===== src/rtl/alu_operand_fetch.sv =====
// Operand-fetch stage ahead of the ALU: 32-entry register file, one issue per cycle,
// registered operand/control slot with valid/ready handshake and write-back bypass.
module alu_operand_fetch #(
   parameter int unsigned DATA_W   = 32,
   parameter int unsigned NUM_REGS = 32,
   parameter int unsigned ADDR_W   = $clog2(NUM_REGS)
) (
   input  logic              clk,
   input  logic              rst_n,
   input  logic              issue_valid,
   output logic              issue_ready,
   input  logic [ADDR_W-1:0] rs_addr,
   input  logic [ADDR_W-1:0] rt_addr,
   input  logic [3:0]        alu_ctrl_in,
   input  logic [2:0]        bonus_ctrl_in,
   input  logic              wb_en,
   input  logic [ADDR_W-1:0] wb_addr,
   input  logic [DATA_W-1:0] wb_data,
   output logic              op_valid,
   input  logic              alu_ready,
   output logic [DATA_W-1:0] src1,
   output logic [DATA_W-1:0] src2,
   output logic [3:0]        ALU_control,
   output logic [2:0]        bonus_control
);

   typedef enum logic {S_EMPTY = 1'b0, S_FULL = 1'b1} slot_e;

   slot_e             state_q;
   logic [DATA_W-1:0] rf_q [NUM_REGS];
   logic [DATA_W-1:0] src1_q, src2_q;
   logic [3:0]        ctrl_q;
   logic [2:0]        bonus_q;
   logic [ADDR_W-1:0] rs_q, rt_q;

   logic              accept_c;
   logic              wb_we_c;
   logic [DATA_W-1:0] rd1_c, rd2_c;

   assign op_valid      = (state_q == S_FULL);
   assign issue_ready   = (state_q == S_EMPTY) || alu_ready;
   assign accept_c      = issue_valid && issue_ready;
   assign wb_we_c       = wb_en && (wb_addr != '0) && (32'(wb_addr) < NUM_REGS);
   assign src1          = src1_q;
   assign src2          = src2_q;
   assign ALU_control   = ctrl_q;
   assign bonus_control = bonus_q;

   // Register read with r0 forced to zero and same-cycle write-back bypass
   always_comb begin
      rd1_c = '0;
      rd2_c = '0;
      if (rs_addr != '0) begin
         if (wb_en && (wb_addr == rs_addr)) rd1_c = wb_data;
         else                               rd1_c = rf_q[rs_addr];
      end
      if (rt_addr != '0) begin
         if (wb_en && (wb_addr == rt_addr)) rd2_c = wb_data;
         else                               rd2_c = rf_q[rt_addr];
      end
   end

   always_ff @(posedge clk) begin
      if (!rst_n) begin
         state_q <= S_EMPTY;
         src1_q  <= '0;
         src2_q  <= '0;
         ctrl_q  <= '0;
         bonus_q <= '0;
         rs_q    <= '0;
         rt_q    <= '0;
         for (int i = 0; i < int'(NUM_REGS); i++) rf_q[i] <= '0;
      end else begin
         if (wb_we_c) rf_q[wb_addr] <= wb_data;

         if (accept_c) begin
            state_q <= S_FULL;
            src1_q  <= rd1_c;
            src2_q  <= rd2_c;
            ctrl_q  <= alu_ctrl_in;
            bonus_q <= bonus_ctrl_in;
            rs_q    <= rs_addr;
            rt_q    <= rt_addr;
         end else if (state_q == S_FULL && alu_ready) begin
            state_q <= S_EMPTY;
         end else if (state_q == S_FULL) begin
            // Stalled op keeps its operands current with write-back traffic
            if (wb_we_c && (wb_addr == rs_q)) src1_q <= wb_data;
            if (wb_we_c && (wb_addr == rt_q)) src2_q <= wb_data;
         end
      end
   end

endmodule


===== config.mk =====
export PLATFORM = sky130hd
export DESIGN_NAME = alu_operand_fetch
export DESIGN_NICKNAME = d
export VERILOG_FILES = /design/src/rtl/alu_operand_fetch.sv
export SDC_FILE = /design/constraint.sdc
export NUM_CORES = 2
export LEC_CHECK = 0
export BUFFER_PORTS_ARGS = -buffer_cell sky130_fd_sc_hd__buf_2
export CAP_MARGIN = 20
export CORE_AREA = 2 2 332 334
export DETAILED_ROUTE_END_ITERATION = 10
export DIE_AREA = 0 0 334 336
export PLACE_DENSITY_LB_ADDON = 0.3
export SKIP_CTS_REPAIR_TIMING = 1
export SYNTH_ARGS = -nofsm -noshare
export SYNTH_HDL_FRONTEND = slang
export SYNTH_SLANG_ARGS = --single-unit

===== constraint.sdc =====
create_clock -name clk -period 7.5 [get_ports clk]
set_input_delay 0.375 -clock clk [delete_from_list [all_inputs] [get_ports clk]]
set_output_delay 0.375 -clock clk [all_outputs]
set_load 0.01 [all_outputs]

== After elaboration in Yosys (flattened, before gate mapping) ==
Memories as Yosys holds them, arrays and structs flattened.
Cells that the tools add are included.
Widths: inputs -> output; s select.

* Input port bits: 59
* Memories: 1
* Output and inout bits: 73
* Bits in writable memories: 1024
* Word-level logic and storage cells: 53
* Register bits after elaboration: 82

{| class="wikitable"
|+ Memory list
! memory !! words !! bits a word !! rd ports !! clocked after memory_dff !! wr ports !! RTL line !! text
|-
| rf_q || 32 || 32 || 2 || 0 || 32 || 30 || <nowiki>logic [DATA_W-1:0] rf_q [NUM_REGS];</nowiki>
|}

* Reduce and logical (&&, ||, !) cells: 18
* Eq/ne operators: 5
* Mux-type cells: 21
* Bitwise gates (word level): 1

{| class="wikitable"
|+ Operators with widths
! kind !! count
|-
| $mux 32 || 13
|-
| $reduce_or 32->1 || 1
|-
| $eq 5x5->1 || 4
|-
| $reduce_bool 5->1 || 3
|-
| $reduce_bool 2->1 || 4
|-
| $logic_and 1x1->1 || 7
|-
| $mux 1 || 7
|-
| $reduce_and 3->1 || 2
|-
| $mux 5 || 1
|-
| $ne 2x2->1 const B || 1
|-
| $logic_or 1x1->1 || 1
|-
| $not 1->1 || 1
|}

== Longest topological paths before layout ==
* Depth in word-level cells: 7
* Mapped depth: 9
* Mapped depth without buffers: 6

== Least setup slack after synthesis ==
No wires, ideal clock.

* Path type: input port to flip-flop
* Start point: input port wb_en
* End point: memory rf_q[24][0] (enable)
* Path slack: 3.403 ns
* Library setup time: 0.466 ns
* Arrival: 3.631 ns
* Buffers on the path: 2
* Stages on the path: 5
* Required time: 7.034 ns
* Path through: buf_2 nand2_1 or4_1 buf_2 o21ai_0

{| class="wikitable"
|+ RTL lines
! what !! RTL line !! text
|-
| from (decl) || 16 || <nowiki>input logic wb_en,</nowiki>
|-
| to (decl) || 30 ||
|}

== Final worst setup path ==
* Start point: register state_q (netlist: op_valid)
* End point: register src1_q[30] (netlist: src1[30])

* Longest elaborated chain between the ends: 5
* Elaborated cells on any way between the ends: 9
* Those cells by class: eq/ne (1); mux (1); bitwise (1); reduce/logical (6)

{| class="wikitable"
|+ Ends and longest elaborated chain
! what !! RTL line !! text
|-
| from (decl) || 29 || <nowiki>slot_e state_q;</nowiki>
|-
| from (signal assigned) || 65 || <nowiki>state_q <= S_EMPTY;</nowiki>
|-
| from (signal assigned) || 77 || <nowiki>state_q <= S_FULL;</nowiki>
|-
| from (signal assigned) || 85 || <nowiki>state_q <= S_EMPTY;</nowiki>
|-
| $not 1->1 || 41 || <nowiki>assign issue_ready = (state_q == S_EMPTY) || alu_ready;</nowiki>
|-
| $logic_or 1x1->1 || 41 ||
|-
| $logic_and 1x1->1 || 42 || <nowiki>assign accept_c = issue_valid && issue_ready;</nowiki>
|-
| $ne 2x2->1 (no line) or $reduce_bool 2->1 (tied branches) || -- ||
|-
| $reduce_and 3->1 (no line) || -- ||
|-
| to (signal assigned) || 78 || <nowiki>src1_q <= rd1_c;</nowiki>
|-
| to (signal assigned) || 88 || <nowiki>if (wb_we_c && (wb_addr == rs_q)) src1_q <= wb_data;</nowiki>
|-
| to (decl) || 31 || <nowiki>logic [DATA_W-1:0] src1_q, src2_q;</nowiki>
|}

Several ways; a longest one is shown, not always the timed one.
A chain may end at the register's enable or synchronous reset.

==> parameters.txt <==
Parameter                              Value

Outcome
  Status    finished, final reports clean

Floorplanning
  Starting utilization of the core area    55.6%
  Core outline area    108000 sq um
  Die extent in x    334 um
  Height of the die    336 um
  Area of the die    112000 sq um
  Number of rows in the core area    121
  Top-level I/O count    132

Pwr
  Switching fraction of total power    26.0%
  Share of total power in sequential cells    48.3%
  Internal Pwr Total    11.2 mW
  Portion of total power attributed to the clock network    38.8%
  Total chip power    15.1 mW
  Combinational fraction of design power    13.0%
  Switching Power    3.92 mW
  Leakage power total    23.6 nW
  Power per cell area    229 nW/um^2
  Peak supply drop    0.207 mV

Yosys
  Syn_area_per_cell    13.5 sq um
  Synth top cells by count    1024 x edfxtp_1, 992 x and2_1, 512 x mux2i_1
  Share of async-settable or async-resettable flops after synthesis    0%
  Synthesized instance count    4482
  Register bit total from synthesis    1106
  Count of distinct cell types in the synthesized netlist    45
  Cell accounting for the most synthesized area    edfxtp_1
  Synthesized cell area    60300 sq um
  Dominant cells by area after synthesis    edfxtp_1 51%, and2_1 10%, mux4_2 9.6%
  Share of the synthesized area in the top cell type    51.0%
  Number of enable-type register cells in the synthesized netlist    1024
  Number of synthesis warnings    0
  Most instantiated flip-flop cell in the synthesis netlist    edfxtp_1
  Sequential-to-total area share from yosys stat    53.7%
  Leading cell type by number of instances after synthesis    edfxtp_1

Critical path
  Delay-heaviest family, CP    compound AO/OA/AOI/OAI gates
  Startpoint type of the worst setup path    flop
  Standard cell with the maximum stage delay on the critical path    a31o_2
  Delay of the slowest cell on the worst path    0.87 ns
  Launching point of the worst reg2reg path    op_valid
  WP data arrival    3.92 ns
  Crit path cell chain    nand2b_1, and2_0, buf_4, a41oi_4, buf_4, a31o_2, a21oi_1, a221oi_2
  Register-to-register path setup slack    4.19 ns
  Data required time of the worst path    8.11 ns
  CP Class    reg -> reg
  Library cell appearing most often on the critical path    buf_4
  Worst setup EP type    flop
  Biggest fanout along the worst timing path    32
  Reg-to-reg critical path endpoint    src1[30]
  Critical path buffers and inverters    2
  Logic depth of the worst register-to-register path    8

Min path
  HP Class    in -> reg
  Origin of the worst min-delay path    rt_addr[1]
  Worst hold path endpoint    rt_q[1]
  WHS Path Cells    3

Route
  Detail Route Antenna Nets    0
  Overall routed net length    197000 um
  Via density    7.06
  Routed length per placed instance    33.3 um
  Number of detailed-route iterations in the first pass    6
  DRC violation total after the first TritonRoute iteration    6543
  Detailed-route via count    41800
  DRC    0

Final layout
  Area growth syn-to-layout    9.29%
  Post-Layout Inst Area    65900 sq um
  Fraction of final layout cells sized beyond drive strength 1    20.6%
  Final net count    4465

Clocking
  Max Buffers Root-to-Sink    3
  TritonCTS clock tree    yes
  Number of buffers created by CTS    117
  Library cell used as clock root buffer    clkbuf_16
  CTS clk-pin slew, worst paths    0.06 ns
  Number of sinks handled by clock tree synthesis    1106
  Source-to-sink clock delay at the later pin of the worst-skew pair    0.72 ns
  CTS H-tree lvls    3

STA
  Fin. max-slew vios    0
  Post-Route Skew    0.0275 ns
  Slew headroom    17.5%
  Number of setup violations in the final report    0
  Hold violation total from the final report    0
  RSZ-0062 raised after global routing    false
  Post-route worst setup slack    4.19 ns
  Period Utilization, post-route    44.1%
  Fin crit period    3.31 ns
  Setup tns final    0 ns
  Peak clock frequency supported by timing    0.302 GHz
  Slew at the pin closest to its max-slew limit    1.24 ns

Global route
  GRT Util Overall    34.8%
  Via count of the first global-routing pass    40800
  Initial antenna violation count    11
  Global-route wire length before repair    282000 um
  Gr ovfl total    0
  Maximum number of pins on one net before global-route repair    130

Place
  Cell area reported after detailed placement    61900 sq um
  DP HPWL    110000 um
  # port buffers    131
  Global placement routability congestion    0.875
  DP Worst Slack    3.79 ns

Flow run
  Max cap viols    0
==> power groups by stage <==
| stage | Combinational, mW | Sequential (mW) | Clock [mW] |
|---|---|---|---|
| after floorplan | 1.27 | 7.36 | 0 |
| after global placement | 1.88 | 7.37 | 0 |
| after global routing | 2.03 | 7.32 | 6.08 |
| after CTS | 1.91 | 7.27 | 5.86 |
| final | 1.96 | 7.29 | 5.85 |
| after detailed placement | 1.90 | 7.40 | 0 |
==> cell usage in the layout (no fill, tap or decap), drive strengths merged, types with 3 or more instances in the layout <==
cell type and count:
edfxtp 1024, o21ai 223, xor2 16, dfxtp 82, a221oi 320, nor3 5, mux4 256, o211ai 64
xnor2 4, conb 32, clkinvlp 4, a31oi 5, and2 993, nand2 102, dlygate4sd3 8, a21oi 82
a22oi 128, nor2 165, clkinv 26, diode 8, nand3b 3, bufinv 8, buf 242, mux2i 512
inv 6, clkbuf 181
==> flip-flops by register name, summed over array words and instances, names as in the netlist <==
register,count
rt_q,5
rf_q,1024
bonus_control,3
ALU_control,4
rs_q,5
src2,32
op_valid,1
src1,32
==> cell families (layout without fill, tap and decap cells) <==
group	Yosys count	after routing	synth area share (%)
AND/OR/NAND/NOR	1280	1280	12.2
flip-flops	1106	1106	53.7
AO/OA/AOI/OAI	826	826	11.7
multiplexers	768	768	18.1
buffers and inverters	481	475	3.98
XOR/XNOR	20	20	0.291
other	1	40	0.00622
==> metal layers <==
| layer | share of wire, % | global-route usage [%] |
|---|---|---|
| met1 | 37 | 47.1 |
| met2 | 44 | 52.3 |
| met5 | 0.024 | 0 |
| met4 | 5.4 | 17.5 |
| met3 | 13 | 9.03 |
==> worst max-delay path by stage <==
stage / startpoint / to / slack [ns] / cells past startpoint
global route: op_valid / src1[29] / 4.14 / 8
finish: op_valid / src1[30] / 4.19 / 8
detailed placement: rst_n / rf_q[28][8] / 3.79 / 5
global placement: rst_n / rf_q[28][8] / 3.78 / 5
floorplan: wb_en / rf_q[24][0] / 3.40 / 5
CTS: op_valid / src1[30] / 4.34 / 8
==> worst min-delay path, cell delays in order <==
cell and delay (ns):
buf_6 0.21, nand2_1 0.11, a21oi_1 0.06
==> area by class of cell <==
type                       count  area [sq um]
tap                         1414          1770
inverter                       5          28.8
multi-input combinational   2926         26100
clock inverter                39           410
clock buffer                 181          3430
timing repair buffer         250          1730
sequential                  1106         32400
fill                        8109         42500
antenna                        8          20.0
==> through the flow <==
step                      util, %  hold WS (ns)  cells
after floorplan                 -         0.448   4513
after global placement       57.1         0.440   5691
after detailed placement     57.1         0.444   5691
after CTS                    60.7        -0.120   5911
after global routing         60.8         0.116   5924
final                        60.8         0.110   5929
Power figures use the tool's default switching activity.
